[src/rtl/demux2_buf_pkg.sv]
// demux2_buf shared types and constants.
// Channel selector enum, counter width and counter increment helper.
package demux2_pkg;

   typedef enum logic {
      CH0 = 1'b0,
      CH1 = 1'b1
   } ch_e;

   localparam int CNT_W = 8;

   // Modulo-256 increment; the natural wrap of the vector is intended.
   function automatic logic [CNT_W-1:0] cnt_inc(
      input logic [CNT_W-1:0] c
   );
      return c + {{(CNT_W-1){1'b0}}, 1'b1};
   endfunction

endpackage

[src/rtl/demux2_buf_fifo.sv]
// fifo_sync: single-clock FIFO with registered storage and an
// async active-low reset. Ports: clk, reset_n, push, wdata, pop,
// head (word at read pointer), full, empty.
module fifo_sync #(
   parameter int WIDTH = 8,
   parameter int DEPTH = 2
) (
   input  logic             clk,
   input  logic             reset_n,
   input  logic             push,
   input  logic [WIDTH-1:0] wdata,
   input  logic             pop,
   output logic [WIDTH-1:0] head,
   output logic             full,
   output logic             empty
);

   localparam int AW = $clog2(DEPTH);

   logic [WIDTH-1:0] mem [DEPTH];
   // Pointers carry one extra wrap bit to tell full from empty.
   logic [AW:0]      wr_ptr;
   logic [AW:0]      rd_ptr;
   logic             do_push;
   logic             do_pop;

   assign empty = (wr_ptr == rd_ptr);
   assign full  = (wr_ptr[AW] != rd_ptr[AW]) &&
                  (wr_ptr[AW-1:0] == rd_ptr[AW-1:0]);

   // No full-bypass: a push into a full FIFO is dropped even if a
   // pop happens in the same cycle; the caller never offers one.
   assign do_push = push && !full;
   assign do_pop  = pop && !empty;

   // Head is read straight from storage; storage is cleared on
   // reset so the head reads zero while the FIFO is reset.
   assign head = mem[rd_ptr[AW-1:0]];

   always_ff @(posedge clk or negedge reset_n) begin
      if (!reset_n) begin
         for (int i = 0; i < DEPTH; i++) begin
            mem[i] <= '0;
         end
      end else if (do_push) begin
         mem[wr_ptr[AW-1:0]] <= wdata;
      end
   end

   always_ff @(posedge clk or negedge reset_n) begin
      if (!reset_n) begin
         wr_ptr <= '0;
         rd_ptr <= '0;
      end else begin
         if (do_push) begin
            wr_ptr <= wr_ptr + 1'b1;
         end
         if (do_pop) begin
            rd_ptr <= rd_ptr + 1'b1;
         end
      end
   end

endmodule

[src/rtl/demux2_buf.sv]
// demux2_buf: buffered 1:2 valid/ready stream demultiplexer.
// in_* stream is steered by in_sel into per-channel FIFOs that drive
// out0_* / out1_*; count0/count1 tally accepted words (mod 256).
module demux2_buf
   import demux2_pkg::*;
#(
   parameter int WIDTH = 8,
   parameter int DEPTH = 2
) (
   input  logic             clk,
   input  logic             reset_n,
   input  logic [WIDTH-1:0] in_data,
   input  logic             in_sel,
   input  logic             in_valid,
   output logic             in_ready,
   output logic [WIDTH-1:0] out0_data,
   output logic             out0_valid,
   input  logic             out0_ready,
   output logic [WIDTH-1:0] out1_data,
   output logic             out1_valid,
   input  logic             out1_ready,
   output logic [CNT_W-1:0] count0,
   output logic [CNT_W-1:0] count1
);

   ch_e  sel;
   logic full0;
   logic full1;
   logic empty0;
   logic empty1;
   logic accept;
   logic push0;
   logic push1;
   logic pop0;
   logic pop1;

   assign sel = ch_e'(in_sel);

   // Ready depends only on the addressed channel, not on in_valid.
   always_comb begin
      in_ready = 1'b0;
      unique case (sel)
         CH0: in_ready = !full0;
         CH1: in_ready = !full1;
      endcase
   end

   assign accept = in_valid && in_ready;
   assign push0  = accept && (sel == CH0);
   assign push1  = accept && (sel == CH1);

   assign out0_valid = !empty0;
   assign out1_valid = !empty1;
   assign pop0       = out0_valid && out0_ready;
   assign pop1       = out1_valid && out1_ready;

   fifo_sync #(
      .WIDTH (WIDTH),
      .DEPTH (DEPTH)
   ) u_fifo0 (
      .clk     (clk),
      .reset_n (reset_n),
      .push    (push0),
      .wdata   (in_data),
      .pop     (pop0),
      .head    (out0_data),
      .full    (full0),
      .empty   (empty0)
   );

   fifo_sync #(
      .WIDTH (WIDTH),
      .DEPTH (DEPTH)
   ) u_fifo1 (
      .clk     (clk),
      .reset_n (reset_n),
      .push    (push1),
      .wdata   (in_data),
      .pop     (pop1),
      .head    (out1_data),
      .full    (full1),
      .empty   (empty1)
   );

   always_ff @(posedge clk or negedge reset_n) begin
      if (!reset_n) begin
         count0 <= '0;
         count1 <= '0;
      end else begin
         if (push0) begin
            count0 <= cnt_inc(count0);
         end
         if (push1) begin
            count1 <= cnt_inc(count1);
         end
      end
   end

endmodule

[config.mk]
export PLATFORM = sky130hd
export DESIGN_NAME = demux2_buf
export DESIGN_NICKNAME = d
export VERILOG_FILES = /design/src/rtl/demux2_buf_pkg.sv /design/src/rtl/demux2_buf_fifo.sv /design/src/rtl/demux2_buf.sv
export SDC_FILE = /design/constraint.sdc
export NUM_CORES = 1
export LEC_CHECK = 0
export ABC_AREA = 1
export BUFFER_PORTS_ARGS = -buffer_cell sky130_fd_sc_hd__buf_2
export CAP_MARGIN = 20
export CELL_PAD_IN_SITES_DETAIL_PLACEMENT = 2
export CELL_PAD_IN_SITES_GLOBAL_PLACEMENT = 2
export CORE_AREA = 5 5 106 108
export DETAILED_ROUTE_END_ITERATION = 8
export DIE_AREA = 0 0 111 113
export GPL_ROUTABILITY_DRIVEN = 1
export GPL_TIMING_DRIVEN = 0
export PLACE_DENSITY = 0.71
export SLEW_MARGIN = 20
export SYNTH_ARGS = -nofsm -noshare
export SYNTH_HDL_FRONTEND = slang
export SYNTH_SLANG_ARGS = --single-unit
export TNS_END_PERCENT = 100
[constraint.sdc]
create_clock -name clk -period 1.4 [get_ports clk]
set_input_delay 0.14 -clock clk [delete_from_list [all_inputs] [get_ports clk]]
set_output_delay 0.14 -clock clk [all_outputs]
set_load 0.05 [all_outputs]
==> metrics <==
cell area power density 2760 mW/mm2; H-tree depth 2; Die ar. 0.0125 mm2; TritonCTS clock tree built; Layout Skew 12.1 ps; status finished with violations; Worst path slowest cell dfrtp_1; Min Clock Period, post-route 1550 ps; fin util 0.408; Routability Congestion 0.727; Synth top area share 0.507; clock root cell clkbuf_8; WL/cell 16.7 um; worst hold slack 79.0 ps; slack of the worst reg-to-reg path -150 ps; WHS Endpoint u_fifo1.mem[7]; slew at the pin closest to its max-slew limit 487 ps; DRC 0; Fmax 646 MHz; DIE HEIGHT 113 um; I/O Buffers 47; I/O pin total 49; Crit Path Category reg -> reg; Min-Delay Path Class in -> reg; Hold Vio Cnt, Final 0; number of flops mapped to enable cells by yosys 0; CTS Buf Count 5; most frequent cells in the layout nand2_1 (160), dfrtp_1 (48), nand2_2 (43), buf_2 (28), nand2_4 (25); Crit Reg-Reg Endpoint u_fifo1.mem[0]; RSZ-0062 raised after global routing true; initial core utilization 0.273; ordered list of cells on the worst path buf_6 -> nand2_4 -> nand2_4 -> nand2_4 -> buf_6 -> nand3_4 -> buf_12 -> nor2_4 -> nand2_1 -> nand2_1; period utilization 1.11; Finish-stage setup viols 64; Congestion Overflow GR 0; core area 0.0101 mm2; vias in the first global route 3003; Synth Flop Type dfrtp_1; ant diodes 0; synth top area cells dfrtp_1 (51%), nand2_1 (31%), inv_1 (2.8%); routed via count 2660; Clock Latency Late Sink 330 ps; Yosys top cell by area dfrtp_1; Rel. slew slack 0.675; Worst VDD drop 1.32 mV; Post-Syn Area 0.00277 mm2; Detailed Routing Iterations Pass 1 4; global-route wire length before repair 15300 um; failing checks setup timing; DIE WIDTH 111 um; Critical Path Max Stage Delay 420 ps; syn nets 381; clk sink count 56; clock tree buffer depth 2; Reg-to-Reg Start u_fifo1.rd_ptr[0]; share of synthesized flip-flops with an asynchronous set or reset 1.00; #FFs+latches synth 56; crit path max fanout 4; critical path launch point type flop; routed vias/inst 4.52; Min-Delay Path Depth 3; most common cell after layout, fill and taps aside nand2_1; Slew Viols, Final 0; register area share after synthesis 0.507; pin count of the biggest net entering global routing 37; GRT Total Usage 0.150; FP Rows 37; ratio of cells with drive above 1 in the final layout 0.413; Worst Reg-to-Reg Cells 10; Initial DRC Count 76; total wire length 9810 um; HP Start in_data[7]; Most common cell on crit path nand2_4; nets 468; CP required 1670 ps; CTS clk-pin slew, worst paths 120 ps; Leak 2.24 nW; hpwl dp 6100 um; Post-Syn Instances 365; setup TNS -3930 ps; WP data arrival 1810 ps; Syn Area/Cell 7.58 um2; Place WS -301 ps; maxcap violations 0; Synth cell types 24; Syn. warnings 0; PnR worst setup slack -148 ps; initial antenna violation count 0; Layout area overhead 49.5%; ANT nets after route 0; Worst setup EP type flop
==> how the worst max path moves through the flow <==
stage / from / to / slack [ps] / cells past startpoint
final: u_fifo1.rd_ptr[0] / u_fifo1.mem[0] / -150 / 10
after CTS: u_fifo0.rd_ptr[0] / in_ready / -130 / 7
after global placement: u_fifo0.rd_ptr[0] / u_fifo0.mem[2] / -260 / 7
after detailed placement: u_fifo0.rd_ptr[0] / u_fifo0.mem[13] / -300 / 7
after global routing: u_fifo1.rd_ptr[0] / u_fifo1.mem[0] / -220 / 10
after floorplan: u_fifo1.wr_ptr[0] / u_fifo1.rd_ptr[1] / 40 / 7
==> stage by stage <==
stage	power [W]	std cells	cell area, um2
2_1_floorplan	0.00650	365	2780
3_3_place_gp	0.00762	548	3180
3_5_place_dp	0.00783	549	3210
4_1_cts	0.0103	579	3770
5_1_grt	0.0121	589	4140
6_report	0.0114	589	4140
==> critical path: cells and delay by family (launching register included) <==
kind,cells,cell delay (ps)
simple gates,7,600
flops,1,420
buf+inv,3,440
==> sequential cells by signal, summed over array words and instances, names as in the netlist <==
name,flops
u_fifo0.rd_ptr,2
count1,8
u_fifo1.mem,16
u_fifo1.rd_ptr,2
u_fifo1.wr_ptr,2
u_fifo0.mem,16
u_fifo0.wr_ptr,2
count0,8
==> cell usage after synthesis, types with 2 or more instances <==
| library cell | instances |
|---|---|
| dfrtp_1 | 56 |
| xor2_1 | 7 |
| ha_1 | 2 |
| inv_2 | 4 |
| xnor2_1 | 4 |
| nor2_1 | 8 |
| nand4_1 | 7 |
| nor2_8 | 2 |
| o21ai_0 | 4 |
| clkbuf_1 | 3 |
| buf_2 | 2 |
| nand4_2 | 2 |
| nand2_1 | 226 |
| nand3_1 | 5 |
| inv_1 | 21 |
| o21ai_1 | 4 |
==> per-layer routing <==
layer,GRT usage,share of wire,up-vias
met5,0,0,-
met2,0.271,0.52,44
met1,0.188,0.44,1326
li1,-,-,1285
met3,0.0348,0.035,5
met4,0.0197,0.0052,0
==> power by group <==
part	switching, W	internal (W)	leakage, nW	total (W)
Sequential	0.000707	0.00234	0.698	0.00304
Clock	0.000616	0.000359	0.0414	0.000975
Combinational	0.00454	0.00286	1.50	0.00740
Total	0.00586	0.00556	2.24	0.0114
==> logic make-up (layout without fill, tap and decap cells) <==
logic type,count (synthesis),count (layout),share of synthesized area
flip-flops,56,56,0.507
AND/OR/NAND/NOR,255,257,0.385
buffers and inverters,32,118,0.0484
adder cells (fa/ha/maj),2,2,0.00904
XOR/XNOR,11,11,0.0348
AO/OA/AOI/OAI,9,9,0.0163
==> repair_timing <==
| item | CTS | global route |
|---|---|---|
| cloned | 3 | 2 |
| setup buffers | 18 | 10 |
| pin swaps | 17 | 25 |
| setup endpoints to repair | 71 | 71 |
| endpoints found under the hold margin | 20 | 0 |
| resized for setup | 90 | 90 |
| hold buffers | 1 | 0 |
==> final cells by class <==
class | count | area, um2
Clock inverter | 2 | 16.3
Inverter | 25 | 114
Buffer | 7 | 86.3
Tap cell | 136 | 170
Timing Repair Buffer | 78 | 712
Clock buffer | 6 | 72.6
Fill cell | 1138 | 6000
Sequential cell | 56 | 1410
Multi-Input combinational cell | 279 | 1550
Power figures use the tool's default switching activity.
